**src/rtl/cpu_wb_pkg.sv**
```systemverilog
// Shared types and helpers for the register-file write-back path.
package cpu_wb_pkg;
  localparam int REG_AW = 5;
  localparam int REG_DW = 32;

  typedef struct packed {
    logic              valid;
    logic [REG_AW-1:0] addr;
    logic [REG_DW-1:0] data;
  } wb_req_t;

  function automatic int clog2(input int v);
    int r;
    r = 0;
    for (int i = 0; i < 31; i++) if ((1 << i) < v) r = i + 1;
    return r;
  endfunction
endpackage

```
**src/rtl/wb_pend_fifo.sv**
```systemverilog
// Buffer for long-latency register writes: per-entry valid bits, kill-by-address
// and pending-match lookup for the decode-stage read ports.
module wb_pend_fifo
  import cpu_wb_pkg::*;
#(
  parameter int DEPTH = 4,
  parameter int AW    = REG_AW,
  parameter int DW    = REG_DW
) (
  input  logic          clk,
  input  logic          reset,
  input  logic          push,
  input  logic [AW-1:0] push_addr,
  input  logic [DW-1:0] push_data,
  input  logic          pop,
  input  logic          kill,
  input  logic [AW-1:0] kill_addr,
  input  logic [AW-1:0] rd_addr1,
  input  logic [AW-1:0] rd_addr2,
  output logic          full,
  output logic          empty,
  output logic          head_valid,
  output logic [AW-1:0] head_addr,
  output logic [DW-1:0] head_data,
  output logic          pend1,
  output logic          pend2
);
  localparam int PW = clog2(DEPTH);

  typedef struct packed {
    logic          valid;
    logic [AW-1:0] addr;
    logic [DW-1:0] data;
  } ent_t;

  ent_t [DEPTH-1:0] ent_q, ent_d;
  logic [PW-1:0]    wp_q, wp_d, rp_q, rp_d;
  logic [PW:0]      cnt_q, cnt_d;
  logic             push_en, pop_en;

  assign full       = (cnt_q == (PW+1)'(DEPTH));
  assign empty      = (cnt_q == '0);
  assign push_en    = push && !full;
  assign pop_en     = pop && !empty;
  assign head_valid = ent_q[rp_q].valid;
  assign head_addr  = ent_q[rp_q].addr;
  assign head_data  = ent_q[rp_q].data;

  always_comb begin
    ent_d = ent_q;
    // Kill sees only entries already stored; a same-cycle push lands afterwards.
    for (int i = 0; i < DEPTH; i++)
      if (kill && ent_q[i].valid && ent_q[i].addr == kill_addr) ent_d[i].valid = 1'b0;
    if (pop_en) ent_d[rp_q].valid = 1'b0;
    if (push_en) ent_d[wp_q] = '{valid: 1'b1, addr: push_addr, data: push_data};
    wp_d  = wp_q + PW'(push_en);
    rp_d  = rp_q + PW'(pop_en);
    cnt_d = cnt_q + (PW+1)'(push_en) - (PW+1)'(pop_en);
  end

  always_comb begin
    pend1 = 1'b0;
    pend2 = 1'b0;
    for (int i = 0; i < DEPTH; i++) begin
      if (ent_q[i].valid && ent_q[i].addr == rd_addr1) pend1 = 1'b1;
      if (ent_q[i].valid && ent_q[i].addr == rd_addr2) pend2 = 1'b1;
    end
    if (rd_addr1 == '0) pend1 = 1'b0;
    if (rd_addr2 == '0) pend2 = 1'b0;
  end

  always_ff @(posedge clk or negedge reset) begin
    if (!reset) begin
      ent_q <= '0;
      wp_q  <= '0;
      rp_q  <= '0;
      cnt_q <= '0;
    end else begin
      ent_q <= ent_d;
      wp_q  <= wp_d;
      rp_q  <= rp_d;
      cnt_q <= cnt_d;
    end
  end
endmodule

```
**src/rtl/regfile_wb_arbiter.sv**
```systemverilog
// Merges WB-stage writes (priority, never stall) with buffered long-latency writes
// onto the RegFile write port. Optional macro WB_FWD_EN forwards data3 to q1/q2.
module regfile_wb_arbiter
  import cpu_wb_pkg::*;
#(
  parameter int DEPTH = 4,
  parameter int AW    = REG_AW,
  parameter int DW    = REG_DW
) (
  input  logic          clk,
  input  logic          reset,
  input  logic          p_wr,
  input  logic [AW-1:0] p_addr,
  input  logic [DW-1:0] p_data,
  input  logic          s_valid,
  output logic          s_ready,
  input  logic [AW-1:0] s_addr,
  input  logic [DW-1:0] s_data,
  input  logic [AW-1:0] rd_addr1,
  input  logic [AW-1:0] rd_addr2,
  output logic          pend1,
  output logic          pend2,
  input  logic [DW-1:0] rf_data1,
  input  logic [DW-1:0] rf_data2,
  output logic [DW-1:0] q1,
  output logic [DW-1:0] q2,
  output logic          wr,
  output logic [AW-1:0] addr3,
  output logic [DW-1:0] data3
);
  logic          prim, pop, full, empty, head_valid;
  logic [AW-1:0] head_addr;
  logic [DW-1:0] head_data;
  logic          wr_q, wr_d;
  logic [AW-1:0] addr3_q, addr3_d;
  logic [DW-1:0] data3_q, data3_d;

  assign prim    = p_wr && (p_addr != '0);
  assign pop     = !prim && !empty;
  assign s_ready = !full;

  // s_addr==0 completes the handshake but never occupies a slot.
  wb_pend_fifo #(.DEPTH(DEPTH), .AW(AW), .DW(DW)) u_fifo (
    .clk       (clk),
    .reset     (reset),
    .push      (s_valid && s_addr != '0),
    .push_addr (s_addr),
    .push_data (s_data),
    .pop       (pop),
    .kill      (prim),
    .kill_addr (p_addr),
    .rd_addr1  (rd_addr1),
    .rd_addr2  (rd_addr2),
    .full      (full),
    .empty     (empty),
    .head_valid(head_valid),
    .head_addr (head_addr),
    .head_data (head_data),
    .pend1     (pend1),
    .pend2     (pend2)
  );

  always_comb begin
    wr_d    = 1'b0;
    addr3_d = addr3_q;
    data3_d = data3_q;
    if (prim) begin
      wr_d    = 1'b1;
      addr3_d = p_addr;
      data3_d = p_data;
    end else if (pop && head_valid) begin
      wr_d    = 1'b1;
      addr3_d = head_addr;
      data3_d = head_data;
    end
  end

  always_ff @(posedge clk or negedge reset) begin
    if (!reset) begin
      wr_q    <= 1'b0;
      addr3_q <= '0;
      data3_q <= '0;
    end else begin
      wr_q    <= wr_d;
      addr3_q <= addr3_d;
      data3_q <= data3_d;
    end
  end

  assign wr    = wr_q;
  assign addr3 = addr3_q;
  assign data3 = data3_q;

`ifdef WB_FWD_EN
  assign q1 = (wr_q && addr3_q == rd_addr1 && rd_addr1 != '0) ? data3_q : rf_data1;
  assign q2 = (wr_q && addr3_q == rd_addr2 && rd_addr2 != '0) ? data3_q : rf_data2;
`else
  assign q1 = rf_data1;
  assign q2 = rf_data2;
`endif
endmodule

```
**config.mk**
```make
export PLATFORM = sky130hd
export DESIGN_NAME = regfile_wb_arbiter
export DESIGN_NICKNAME = d
export VERILOG_FILES = /design/src/rtl/cpu_wb_pkg.sv /design/src/rtl/wb_pend_fifo.sv /design/src/rtl/regfile_wb_arbiter.sv
export SDC_FILE = /design/constraint.sdc
export NUM_CORES = 1
export LEC_CHECK = 0
export ABC_AREA = 1
export ABC_CLOCK_PERIOD_IN_PS = 2100
export BUFFER_PORTS_ARGS = -buffer_cell sky130_fd_sc_hd__buf_4
export CAP_MARGIN = 20
export CORE_MARGIN = 2
export CORE_UTILIZATION = 50
export CTS_CLUSTER_DIAMETER = 40
export CTS_CLUSTER_SIZE = 8
export DETAILED_ROUTE_END_ITERATION = 16
export GPL_TIMING_DRIVEN = 0
export PLACE_DENSITY = 0.75
export SYNTH_ARGS = -nofsm -noshare
export SYNTH_HDL_FRONTEND = slang
export SYNTH_SLANG_ARGS = --single-unit
```
**constraint.sdc**
```tcl
create_clock -name clk -period 2.1 [get_ports clk]
set_input_delay 0.105 -clock clk [delete_from_list [all_inputs] [get_ports clk]]
set_output_delay 0.105 -clock clk [all_outputs]
set_load 0.02 [all_outputs]
```
# Word level (Yosys, flattened, before mapping)
# Cells that the tools add are included.
[op_classes]
add_sub_neg = 4
n_mul = 0
div_mod_pow = 0
n_lt_le_gt_ge = 4
eq_ne = 13
shift = 0
mux = 30
bitwise_logic = 0
n_reduce_logical = 33
[op_table]
columns = ["op", "count"]
rows = [
  ["152-bit bitwise mux", 2],
  ["152-bit 2-to-1 mux", 2],
  ["38-bit demux with 2-bit select", 2],
  ["38-bit 2-to-1 mux", 3],
  ["38-bit binary-select mux with 2-bit select", 1],
  ["32-bit 2-to-1 mux", 2],
  ["5-bit equality test", 12],
  ["1-bit logical AND", 24],
  ["1-bit 2-to-1 mux", 16],
  ["5-bit logical NOT", 2],
  ["5-bit 2-to-1 mux", 2],
  ["5-bit nonzero test", 2],
  ["2-bit by 3-bit < comparator with 1-bit output (second input constant)", 2],
  ["2-bit by 1-bit adder with 2-bit output", 2],
  ["2-bit by 1-bit greater-or-equal comparator with 1-bit output (second input constant)", 2],
  ["3-bit by 1-bit adder with 3-bit output", 1],
  ["3-bit equality test (second input constant)", 1],
  ["1-bit logical NOT", 3],
  ["3-bit logical NOT", 1],
  ["3-bit by 1-bit subtractor with 3-bit output", 1],
  ["2-bit nonzero test", 1],
]
[word_totals]
ff_bits = 197
latchBits = 0
mem_bits_rw = 0
romBits = 0
word_cells = 102
n_memories = 0

# Logic depth before layout (Yosys ltp)
# Gate-level depths: netlist of the first run.
[depth]
depth_word = 9
depth_mapped = 12

# Cells and area by module
# A second synthesis of the first run with hierarchy kept.
[hier_totals]
cells_unflattened = 1380
hier_area_um2 = 10664.0
[by_module_without_submodules]
columns = ["module", "n_inst", "cells_per_inst", "area_each_um2", "seq_area_each_um2"]
rows = [
  ["wb_pend_fifo", 1, 979, 7807.5, 3978.8],
  ["regfile_wb_arbiter", 1, 401, 2856.5, 950.9],
]

# Worst setup path after synthesis of the first run
# Ideal clock, no wire load.
[synth_timing]
path_type = "reg-to-reg"
start = "register u_fifo.cnt_q[1]"
end = "register u_fifo.cnt_q[1]"
t_arrival_ps = 1768
slack_ps = 268
path_stages_with_launch = 10
n_path_buf = 0
cell_sequence = "dfrtp_1 > inv_2 > nand3_2 > and2_4 > nand2_4 > inv_1 > ha_1 > inv_1 > fa_1 > inv_1"
[synth_via]
elab_chain_len = 5
[synth_rtl]
columns = ["item", "line", "source"]
rows = [
  ["start: declaration", "wb_pend_fifo.sv:38", "logic [PW:0] cnt_q, cnt_d;"],
  ["start signal: assignment", "wb_pend_fifo.sv:82", "cnt_q <= cnt_d;"],
  ["3-bit equality test", "wb_pend_fifo.sv:41", "assign full = (cnt_q == (PW+1)'(DEPTH));"],
  ["1-bit logical NOT", "-", ""],
  ["net s_ready", "regfile_wb_arbiter.sv:16", "output logic s_ready,"],
  ["1-bit logical AND", "wb_pend_fifo.sv:43", "assign push_en = push && !full;"],
  ["3-bit by 1-bit adder with 3-bit output", "wb_pend_fifo.sv:58", "cnt_d = cnt_q + (PW+1)'(push_en) - (PW+1)'(pop_en);"],
  ["3-bit by 1-bit subtractor with 3-bit output", "wb_pend_fifo.sv:58", ""],
  ["net u_fifo.cnt_d[1]", "wb_pend_fifo.sv:38", ""],
]
# The timed path passes the listed nets, and every way through them passes these cells.
# A chain may end at the register's enable or synchronous reset.

# Final worst setup path of the first run
[layout_timing]
start = "register u_fifo.ent_q[112] (netlist name)"
end = "output pend1"
[layout_via]
elab_chain_len = 5
[layout_rtl]
columns = ["item", "line", "source"]
rows = [
  ["start: declaration", "wb_pend_fifo.sv:36", "ent_t [DEPTH-1:0] ent_q, ent_d;"],
  ["start signal: assignment", "wb_pend_fifo.sv:79", "ent_q <= ent_d;"],
  ["5-bit equality test", "wb_pend_fifo.sv:65", "if (ent_q[i].valid && ent_q[i].addr == rd_addr1) pend1 = 1'b1;"],
  ["1-bit logical AND", "wb_pend_fifo.sv:65", ""],
  ["1-bit 2-to-1 mux (2 in series)", "wb_pend_fifo.sv:65", ""],
  ["1-bit 2-to-1 mux", "wb_pend_fifo.sv:68", "if (rd_addr1 == '0) pend1 = 1'b0;"],
  ["end: declaration", "regfile_wb_arbiter.sv:21", "output logic pend1,"],
]
# Every way passes these cells.

==> impl_metrics.ini, run 1 <==
[status]
status = finished clean

[finish]
syn2layout_area_growth_pct = 29.4
instances_no_fill = 2046
final_area_um2 = 13900
nets = 1913
fillCellCount = 1830
diodes = 0
drive_gt1_share_pct = 21.2

[worst_setup_path]
cpPeakStageDelay_ns = 0.51
cp_max_fo = 6
endpoint_kind = output pin
r2r_cells = 9
critPathArrivalTime_ns = 1.86
crit_chain = inv_1, nand2_1, nand2_1, nor2_1, nand3_1, nand2_1, nor2_1, nor2_1, buf_4
slowest_stage = dfrtp_1
crit_required_ns = 2.00
critPathKind = reg2out
start_kind = flip-flop

[flow_run]
drv_cap = 0

[clocking]
clockBufferDepth = 2
insertion_delay_ns = 0.45
cts_made_buffers = 17
cts_tree = done
cts.clk_slew.worst_paths_ns = 0.08
htreeDepth = 4
numClockSinks = 197
cts-root-buf = clkbuf_16

[routing]
drtAntennaViolNets = 0
drt_pass1_iterations = 5
vias_per_cell = 5.16
vias = 10567
first_iter_violations = 969
wl_mm = 33.5
top_layer_used = met4
dr_wl_met3_mm = 2.92
met1_length_mm = 14.2
drcViolationCount = 0
wl_met2_mm = 15.8
routedWlPerCell_um = 16.4

[sta]
min_period_ns = 1.97
rsz0062_at_grt = false
hold_viol = 0
setup_viol = 0
post-route-period-util_pct = 93.7
relSlewSlack_pct = 48.8
tightest_slew_ns = 0.769
clock_skew_ns = 0.0158
drv_slew = 0
fmax_mhz = 508

[die]
die_y_um = 151
coreArea_um2 = 21100
start_util_pct = 51.1
io_pins = 257
die_area_um2 = 22700
rows = 53
die_x_um = 151

[logic_synthesis]
ys_seq_elements = 197
ys_types = 29
syn-num-nets = 1632
syn_inst = 1477
synth_edf_count = 0
yosysTopAreaCellShare_pct = 45.8
ys.flop_type = dfrtp_1
synth-async-reset-ratio_pct = 100
ys_warn_count = 0
yosys-top-cells-area = dfrtp_1, nand2_1, buf_4
seq_area_frac_synth_pct = 45.8
avgSynthCellArea_um2 = 7.29
yosys.area.top_type = dfrtp_1
synth_area_um2 = 10800

[global_routing]
grt-ovfl-total = 0
grtUsageTotal_pct = 29.9
grt_pass1_wl_mm = 52.1
grt_antenna_before_repair = 0
grt_max_degree = 125
grt_pass1_vias = 9765

[place]
hpwl_mm = 23.4
place_congestion = 0.936
port_buffers = 191
dp_cells = 1944
place_area_um2 = 12600

[min_path]
holdCritPathClass = in2reg
hold_depth = 3

[power_and_ir_drop]
ir_drop_v = 0.000797
powerDensity_nw_per_um2 = 1410
p_leak_nw = 7.50
[metal layers]
| metal | up-vias | GRT usage (%) |
|---|---|---|
| met4 | 0 | 7.80 |
| met1 | 4942 | 41.6 |
| met3 | 51 | 6.39 |
| met5 | - | 0 |
| li1 | 5093 | - |
| met2 | 481 | 47.9 |
[cell families (layout without fill, tap and decap cells)]
group           count (synthesis)  in the layout  share of synthesized area [%]
simple gates                  973            973                           36.3
flops                         197            197                           45.8
buf+inv                       186            480                           11.7
compound gates                110            110                           5.18
xor+xnor                        8              8                          0.651
fa+ha+maj                       3              3                          0.418
[registers in the layout, summed over array words and instances, names as in the netlist]
signal / count
u_fifo.ent_q: 152
data3: 32
addr3: 5
u_fifo.cnt_q: 3
u_fifo.rp_q: 2
u_fifo.wp_q: 2
wr: 1
[cell usage in the layout, fill, tap and decap left out]
| master | count |
|---|---|
| and2_4 | 1 |
| nor3_1 | 3 |
| nor2_4 | 1 |
| o211ai_1 | 2 |
| nor2_1 | 51 |
| buf_4 | 275 |
| dlygate4sd3_1 | 70 |
| inv_6 | 3 |
| dfrtp_2 | 1 |
| inv_1 | 43 |
| o21ai_0 | 65 |
| bufinv_16 | 1 |
| clkinv_8 | 6 |
| clkbuf_2 | 2 |
| inv_8 | 3 |
| buf_16 | 1 |
| a21oi_1 | 8 |
| o21bai_1 | 1 |
| dfrtp_1 | 196 |
| inv_4 | 6 |
| clkbuf_16 | 17 |
| nand4_1 | 12 |
| inv_2 | 2 |
| nand2_4 | 2 |
| xor2_1 | 6 |
| buf_2 | 13 |
| fa_1 | 1 |
| nand3_2 | 3 |
| nand2_1 | 809 |
| nand3_1 | 84 |
| buf_6 | 28 |
| ha_1 | 2 |
| nand2_2 | 3 |
| clkbuf_1 | 7 |
| inv_12 | 2 |
| buf_8 | 1 |
| nor2_8 | 4 |
| xnor2_1 | 2 |
| o21ai_1 | 34 |
[final cells by class]
type / instances / area (um^2) / area share (%)
Clock inverter: 15 / 220 / 1.58
Clock buffer: 17 / 425 / 3.05
Inverter: 51 / 206 / 1.48
Buffer: 135 / 1050 / 7.57
Tap cell: 275 / 344 / 2.47
Multi-Input combinational cell: 1094 / 4580 / 32.9
Timing Repair Buffer: 262 / 2170 / 15.6
Sequential cell: 197 / 4930 / 35.4
[synth_stat cells, types with 4 or more instances]
cell        n
dfrtp_1   197
buf_4      85
a21oi_1     8
nand3_1    84
buf_6      28
o21ai_0    65
buf_2      13
inv_4       6
nor2_1     51
inv_1      43
nand4_1    12
o21ai_1    34
nor2_8      4
nand2_1   811
clkbuf_1    7
xor2_1      6
[through the flow]
stage               util [%]  total power (W)  hold WS (ns)  setup WS (ns)  TNS (ns)
global placement        59.5           0.0157         0.339         -0.461    -86.99
finish                  66.1           0.0197        0.0134          0.133         0
detailed placement      59.7           0.0159         0.125         -0.231    -0.458
floorplan                  -           0.0128        -0.191          0.268         0
global route            66.1           0.0212       0.00963         0.0487         0
CTS                     66.1           0.0196       0.00291          0.105         0
[final timing paths]
check | start | to | slack [ns]
setup / recovery | u_fifo.ent_q[112]$_DFFE_PN0P_ | pend1 | 0.13
max in group asynchronous | reset | u_fifo.ent_q[28]$_DFFE_PN0P_ | 0.84
hold / removal | p_data[18] | data3[18]$_DFFE_PN0P_ | 0.01
hold reg to reg | u_fifo.ent_q[38]$_DFFE_PN0P_ | u_fifo.ent_q[38]$_DFFE_PN0P_ | 0.47
setup reg to reg | u_fifo.cnt_q[1]$_DFF_PN0_ | u_fifo.cnt_q[1]$_DFF_PN0_ | 0.17
min in group asynchronous | reset | u_fifo.ent_q[147]$_DFFE_PN0P_ | 0.22
[repair_timing]
action	CTS	global route
resized for setup	1	2
setup buffers	0	0
setup endpoints to repair	1	3
hold buffers	70	0
pin swaps	0	0
hold endpoints to repair	253	0
[critical path: cells and delay by family (launching register included)]
family | cells | cell delay (ns)
simple gates | 7 | 0.60
flops | 1 | 0.51
buf+inv | 2 | 0.30
[where the power goes]
group | internal [W] | total, W | switching (W) | leakage [nW]
combinational | 0.00349 | 0.00935 | 0.00586 | 4.75
clock | 0.00176 | 0.00351 | 0.00175 | 0.311
sequential | 0.00561 | 0.00682 | 0.00121 | 2.44
total | 0.0109 | 0.0197 | 0.00882 | 7.50
Note: power is estimated with default switching activity, not from simulation.
==> inputs of run 2 (changes only) <==
- CORE_ASPECT_RATIO: not set -> 0.9
==> impl_metrics.ini, run 2 (same netlist as run 1, synthesis figures left out) <==
[status]
status = finished clean

[flow_run]
drv_cap = 0

[clocking]
post-cts-setup-buffers = 0
clockBufferDepth = 2
numClockSinks = 197
cts_made_buffers = 17
cts_tree = done
insertion_delay_ns = 0.44
cts-root-buf = clkbuf_16
htreeDepth = 4
cts.clk_slew.worst_paths_ns = 0.07

[finish]
largest-register = u_fifo.ent_q
diodes = 0
layout_common_cells = nand2_1, buf_4, dfrtp_1
largest_reg_flops = 152
drive_gt1_share_pct = 21.2
final_common_cell = nand2_1
nets = 1913
fillCellCount = 1844
final_area_um2 = 13900
instances_no_fill = 2057
syn2layout_area_growth_pct = 28.9

[sta]
tightest_slew_ns = 0.755
rsz0062_at_grt = false
post-route-period-util_pct = 91.3
relSlewSlack_pct = 49.7
clock_skew_ns = 0.0114
fin_ws_ns = 0.183
min_period_ns = 1.92
drv_slew = 0
fmax_mhz = 522
hold_viol = 0
setup_viol = 0
timing.hold.ws_ns = 0.0183

[global_routing]
grt_max_degree = 123
grtUsageTotal_pct = 29.4
grt_antenna_before_repair = 0
grt-ovfl-total = 0
grt_pass1_wl_mm = 51.1
grt_pass1_vias = 9664

[worst_setup_path]
reg2reg_from = u_fifo.cnt_q[1]$_DFF_PN0_
endpoint_kind = flip-flop
critPathKind = in2reg
crit_chain = dlygate4sd3_1, buf_4, nand2_2, buf_12, nand2_2, nor2_2, o21bai_1, ha_1, inv_1, fa_1, inv_1
slowest_stage = dlygate4sd3_1
cp_max_fo = 10
reg2reg_slack_ns = 0.19
crit_required_ns = 2.44
r2r_cells = 9
rr_endpoint = u_fifo.cnt_q[1]$_DFF_PN0_
critPathArrivalTime_ns = 2.25
start_kind = primary input
cpPeakStageDelay_ns = 0.54

[die]
die_area_um2 = 22700
die_y_um = 143
io_pins = 257
rows = 50
start_util_pct = 51.4
coreArea_um2 = 21000
die_x_um = 159

[power_and_ir_drop]
swShare_pct = 44.9
power_frac_seq_pct = 35.2
powerDensity_nw_per_um2 = 1390
p_sw_w = 0.00869
power_frac_comb_pct = 48.4
internal_power_w = 0.0107
p_clk_share_pct = 16.4
ir_drop_v = 0.000857
p_total_w = 0.0194
p_leak_nw = 7.47

[place]
dp_cells = 1955
pre_cts_ws_ns = -0.294
hpwl_mm = 23.2
place_congestion = 0.955
port_buffers = 191
place_area_um2 = 12600

[routing]
vias = 10427
drcViolationCount = 0
wl_mm = 33.2
vias_per_cell = 5.07
first_iter_violations = 796
drt_pass1_iterations = 5
routedWlPerCell_um = 16.1
drtAntennaViolNets = 0

[min_path]
hold_start = p_data[31]
min_to = data3[31]$_DFFE_PN0P_
holdCritPathClass = in2reg
hold_depth = 3
[run 2: stage by stage]
step           TNS (ns)  utilization (%)
6_report              0             66.3
3_5_place_dp     -0.563             60.1
4_1_cts               0             66.2
3_3_place_gp     -88.74             59.9
5_1_grt               0             66.3
2_1_floorplan         0                -
[run 2: power by group through the flow]
| stage | logic [W] | clock network (W) | registers (W) |
|---|---|---|---|
| floorplan | 0.00581 | 0 | 0.00699 |
| global placement | 0.00892 | 0 | 0.00678 |
| detailed placement | 0.00911 | 0 | 0.00682 |
| CTS | 0.00927 | 0.00321 | 0.00677 |
| global route | 0.0104 | 0.00336 | 0.00701 |
| finish | 0.00936 | 0.00318 | 0.00682 |
[run 2: area by class of cell]
class                   count  area (um^2)  area share (%)
flip-flops and latches    197         4930            35.5
multi-input cells        1094         4590            33.1
repair buffers            262         2170            15.6
plain buffers             135         1060            7.66
clock buffers              17          425            3.06
well taps                 286          358            2.58
inverters                  51          206            1.49
clock inverters            15          140            1.01
[run 2: what timing repair did]
action / CTS / global route
hold buffers: 70 / 0
resized for setup: 1 / 6
endpoints found under the hold margin: 255 / 0
endpoints found under the setup margin: 2 / 2
pin swaps: 0 / 0
[run 2: critical path, delay by kind of cell]
family,cells,cell delay [ns]
fa+ha+maj,2,0.68
simple gates,3,0.40
compound gates,1,0.12
buf+inv,5,0.95
[run 2: worst max path at each step]
stage	startpoint	endpoint	slack, ns	cells past startpoint
final	p_wr	u_fifo.cnt_q[1]$_DFF_PN0_	0.18	11
after global routing	u_fifo.cnt_q[1]$_DFF_PN0_	u_fifo.cnt_q[2]$_DFF_PN0_	0.01	9
after CTS	u_fifo.cnt_q[1]$_DFF_PN0_	u_fifo.cnt_q[2]$_DFF_PN0_	0.02	9
after detailed placement	p_addr[0]	u_fifo.cnt_q[2]$_DFF_PN0_	-0.29	12
after global placement	reset	u_fifo.ent_q[18]$_DFFE_PN0P_	-0.47	1
after floorplan	u_fifo.cnt_q[1]$_DFF_PN0_	u_fifo.cnt_q[1]$_DFF_PN0_	0.27	9
[run 2: routing by layer]
| layer | wire [um] | up-vias | track usage, % |
|---|---|---|---|
| li1 | - | 5079 | - |
| met4 | 544 | 0 | 6.69 |
| met3 | 2450 | 48 | 4.89 |
| met1 | 14600 | 4901 | 40.6 |
| met2 | 15600 | 399 | 48.6 |
| met5 | 0 | - | 0 |
